## config.mk

```make
export PLATFORM = sky130hd
export DESIGN_NAME = bist_pat_counter
export DESIGN_NICKNAME = d
export VERILOG_FILES = /design/src/rtl/bist_pat_counter.sv
export SDC_FILE = /design/constraint.sdc
export NUM_CORES = 1
export LEC_CHECK = 0
export ABC_AREA = 1
export CAP_MARGIN = 40
export CORE_MARGIN = 2
export CORE_UTILIZATION = 30
export CTS_CLUSTER_DIAMETER = 80
export DETAILED_ROUTE_END_ITERATION = 7
export GPL_ROUTABILITY_DRIVEN = 0
export PLACE_DENSITY_LB_ADDON = 0.15
export SYNTH_ARGS = -nofsm -noshare
export SYNTH_HDL_FRONTEND = slang
export SYNTH_SLANG_ARGS = --single-unit
```

## constraint.sdc

```tcl
create_clock -name clk -period 1.3 [get_ports clk]
set_input_delay 0.26 -clock clk [delete_from_list [all_inputs] [get_ports clk]]
set_output_delay 0.26 -clock clk [all_outputs]
set_load 0.1 [all_outputs]
```

## src/rtl/bist_pat_counter.sv

```systemverilog
// Saturating up-counter shared by the RUN and SETTLE phases.
//   clk   : clock (rising edge)
//   rst_n : asynchronous active-low reset
//   clr   : synchronous load of zero (wins over en)
//   en    : count enable
//   term  : terminal count for the phase in progress
//   hit   : current count equals term
module bist_pat_counter #(
   parameter int W = 8
) (
   input  logic         clk,
   input  logic         rst_n,
   input  logic         clr,
   input  logic         en,
   input  logic [W-1:0] term,
   output logic         hit
);

   localparam logic [W-1:0] CNT_MAX = {W{1'b1}};

   logic [W-1:0] cnt_r;

   // Count register: clear has priority, and the count never wraps.
   always_ff @(posedge clk or negedge rst_n) begin
      if (!rst_n) begin
         cnt_r <= {W{1'b0}};
      end else if (clr) begin
         cnt_r <= {W{1'b0}};
      end else if (en && (cnt_r != CNT_MAX)) begin
         cnt_r <= cnt_r + W'(1);
      end else begin
         cnt_r <= cnt_r;
      end
   end

   assign hit = (cnt_r == term);

endmodule

```

==> results of run 1 <==
==> area by class of cell <==
class	instances	area, sq um	area share (%)
Timing Repair Buffer	32	289	29.2
Sequential cell	8	201	20.4
Clock buffer	3	22.5	2.28
Inverter	11	46.3	4.68
Tap cell	25	31.3	3.16
Multi-Input combinational cell	64	398	40.3
==> power breakdown <==
part / total [W] / switching, W / leakage [nW] / internal [W]
clock: 0.000185 / 0.0000795 / 0.0138 / 0.000105
sequential: 0.000264 / 0.00000617 / 0.108 / 0.000258
combinational: 0.000154 / 0.0000677 / 0.378 / 0.0000860
total: 0.000602 / 0.000153 / 0.500 / 0.000449
==> worst register-to-register path, stage by stage, from the launching register on <==
cell and delay, ns:
dfrtp_1 0.40, buf_4 0.15, buf_6 0.11, ha_4 0.16, nand2_4 0.06, nor2_4 0.04, nand2_2 0.07, nand2_2 0.06
nand2_4 0.10, clkinv_4 0.09, nand2_2 0.07, nand2_1 0.04
==> routing by layer <==
layer	up-vias	global-route usage (%)	part of all wire [%]
met2	19	29.6	54
li1	333	-	-
met4	0	4.86	0.81
met5	-	0	0
met1	304	18.1	40
met3	2	3.33	5.4
==> through the flow <==
stage,utilization [%],setup slack (ns)
finish,55.4,-0.304
global route,55.4,-0.387
CTS,52.4,-0.305
detailed placement,48.1,-0.341
global placement,48.1,-0.303
floorplan,-,-0.170
==> placed cells by master (no fill, tap or decap) <==
| cell type | Yosys | layout |
|---|---|---|
| nand2_4 | 1 | 2 |
| nand2_2 | 3 | 7 |
| inv_1 | 10 | 9 |
| a21oi_2 | 0 | 2 |
| nand2_1 | 24 | 19 |
| clkbuf_4 | 0 | 3 |
| buf_12 | 0 | 1 |
| ha_4 | 0 | 1 |
| nand4_1 | 2 | 2 |
| o21ai_1 | 1 | 1 |
| clkdlybuf4s50_1 | 0 | 3 |
| dfrtp_1 | 8 | 7 |
| nor2_2 | 2 | 1 |
| nor3_2 | 0 | 1 |
| nor2_4 | 0 | 2 |
| dlygate4sd2_1 | 0 | 4 |
| xnor2_1 | 8 | 8 |
| buf_6 | 0 | 1 |
| nand3_1 | 8 | 7 |
| buf_4 | 0 | 19 |
| inv_2 | 0 | 1 |
| a21oi_1 | 5 | 3 |
| dlymetal6s2s_1 | 0 | 4 |
| o21bai_1 | 1 | 1 |
| dfrtp_2 | 0 | 1 |
| clkinv_4 | 1 | 1 |
| nor3_1 | 2 | 1 |
| nor2_1 | 6 | 5 |
| nand3_2 | 0 | 1 |
==> cells by family (layout without fill, tap and decap cells) <==
group                    count (synthesis)  in the layout  synth area share (%)
flip-flops                               8              8                  34.3
AND/OR/NAND/NOR                         48             48                  37.3
buffers and inverters                   11             46                  7.92
XOR/XNOR                                 8              8                  12.0
AO/OA/AOI/OAI                            7              7                  6.42
adder cells (fa/ha/maj)                  1              1                  2.14
==> worst paths after layout <==
kind / to / slack, ns / cells past startpoint
min reg2reg: cnt_r[4] / 0.61 / 3
min: cnt_r[3] / 0.29 / 1
min in group clk: cnt_r[4] / 0.61 / 3
max: hit / -0.30 / 4
max in group asynchronous: cnt_r[1] / 0.72 / 1
max reg2reg: cnt_r[2] / -0.15 / 11
==> repair_timing <==
action,in CTS,in global routing
setup buffers,2,4
pin swaps,8,9
gates resized for setup,15,9
setup endpoints to repair,7,9
==> impl_metrics.json, run 1 <==
{
  "timing.critical_path.from_type": "flop",
  "fill_cells": 176,
  "finalWorstSetupSlack_ns": -0.304,
  "max_transition_viols_final": 0,
  "worst_pin_slew_ns": 0.368,
  "violations": "negative setup slack",
  "mean_cell_area_of_the_mapped_netlist_sq_um": 7.04,
  "pin_count_of_the_biggest_net_entering_global_routing": 9,
  "area_growth_synth_to_finish_pct": 69.2,
  "worstHoldPathType": "input port to async pin",
  "p_leak_nw": 0.500,
  "drive_gt1_share_pct": 37.3,
  "placementRows": 15,
  "synth.yosys.warnings": 0,
  "layout_top_registers": "cnt_r: 8 flops",
  "regMostFlops": "cnt_r",
  "rr_startpoint": "cnt_r[0]",
  "floorplan.io_pins": 13,
  "count_of_nets_after_finishing": 133,
  "final-instance-count-excl-fill": 143,
  "critical_path_class": "flop to output pin",
  "outcome": "finished with violations",
  "grt_setup_unrepaired": "true",
  "pwr_density_cell_nw_per_um2": 609,
  "synth_top_cell_area_share_pct": 34.3,
  "yosys_most_used_dff": "dfrtp_1",
  "fp.dieH_microns": 48.1,
  "final.period_utilization_pct": 123,
  "dpl_cell_area_sq_um": 858,
  "path_buf_inv": 1,
  "drtIter0Drc": 14,
  "detailedPlacementHpwl_microns": 1260,
  "layout.cell_area.non_filler_sq_um": 988,
  "total_inserted_antenna_cells": 0,
  "synthMostInstantiatedCell": "nand2_1",
  "worstPathCellList": "xnor2_1 -> nand4_1 -> nor2_4 -> buf_12",
  "initial_utilization_pct": 32.8,
  "post-synth-top-area-cell": "dfrtp_1",
  "syn_inst": 83,
  "syn_nets": 96,
  "cts_max_level": 1,
  "ys_ff_latch": 8,
  "slew-limit-headroom_pct": 75.4,
  "largest_reg_flops": 8,
  "drt-pass1-iter-count": 4,
  "grt_util_all_layers_pct": 15.9,
  "setup-tns-final_ns": -1.28,
  "wl_microns": 1610,
  "asyncSetResetFlopFracSynth_pct": 100,
  "number_of_buffer_cells_added_on_primary_ports": 12,
  "post-place-cells": 134,
  "worst_ep_arrival_time_ns": 1.34,
  "timing.clock.skew_ns": 0.00488,
  "max_cap_violations": 0,
  "clk_root_buffer_cell": "clkbuf_4",
  "critical_path.top_delay_family": "flip-flops",
  "global_route_wire_length_before_repair_microns": 2500,
  "clock.fmax_mhz": 624,
  "final-setup-viol-count": 9,
  "routed-via-count": 658,
  "post_cts_hold_buffer_count": 0,
  "grt.overflow.total": 0,
  "critPathRequiredTime_ns": 1.04,
  "critPathLaunch": "cnt_r[1]",
  "whs_ns": 0.288,
  "synth_area_sq_um": 584,
  "clock_tree_from_tritoncts": "yes",
  "core_area_sq_um": 1780,
  "finalHoldViolations": 0,
  "critical-path-slowest-cell": "dfrtp_2",
  "synth_seq_area_share_pct": 34.3,
  "routedWlPerCell_microns": 11.3,
  "cts.path.max_buffers": 2,
  "timing.final.crit_period_ns": 1.60,
  "cts_made_buffers": 3,
  "finalPower_w": 0.000602,
  "leading_cell_types_by_total_area_after_synthesis": "dfrtp_1, nand2_1, xnor2_1, nand3_1, inv_1",
  "floorplan.die_area_sq_um": 2320,
  "critPathMaxStageDelay_ns": 0.40,
  "die_w_microns": 48.1,
  "netlist-cell-type-count": 16,
  "worst_ir_drop_vdd_uv": 436,
  "synth_common_cells": "nand2_1, inv_1, dfrtp_1, nand3_1, xnor2_1",
  "grt_antenna_before_repair": 0,
  "number_of_global_route_vias_before_repair": 638,
  "end_kind": "output pin",
  "remaining_drc_errors": 0,
  "routed_via_count_divided_by_cell_count": 4.60,
  "clk_pin_slew_ns": 0.05,
  "crit_path_max_fanout": 2,
  "worst_skew_pair.late_latency_ns": 0.25,
  "drt.antenna.violating_nets": 0,
  "synth_edf_count": 0,
  "cts.sink_count": 8
}
Note: power is estimated with default switching activity, not from simulation.
==> run 2: changes to the inputs <==
--- a/config.mk
+++ b/config.mk
@@ -6,6 +6,7 @@
 export NUM_CORES = 1
 export LEC_CHECK = 0
 export ABC_AREA = 1
+export ABC_CLOCK_PERIOD_IN_PS = 1300
 export CAP_MARGIN = 40
 export CORE_MARGIN = 2
 export CORE_UTILIZATION = 30
==> results of run 2 <==
Final layout, timing and power as in run 1 (identical DEF).
==> run 3: changes to the inputs <==
--- a/config.mk
+++ b/config.mk
@@ -14,6 +14,7 @@
 export DETAILED_ROUTE_END_ITERATION = 7
 export GPL_ROUTABILITY_DRIVEN = 0
 export PLACE_DENSITY_LB_ADDON = 0.15
+export SLEW_MARGIN = 20
 export SYNTH_ARGS = -nofsm -noshare
 export SYNTH_HDL_FRONTEND = slang
 export SYNTH_SLANG_ARGS = --single-unit
==> results of run 3 <==
Final layout, timing and power as in run 1 (identical DEF).
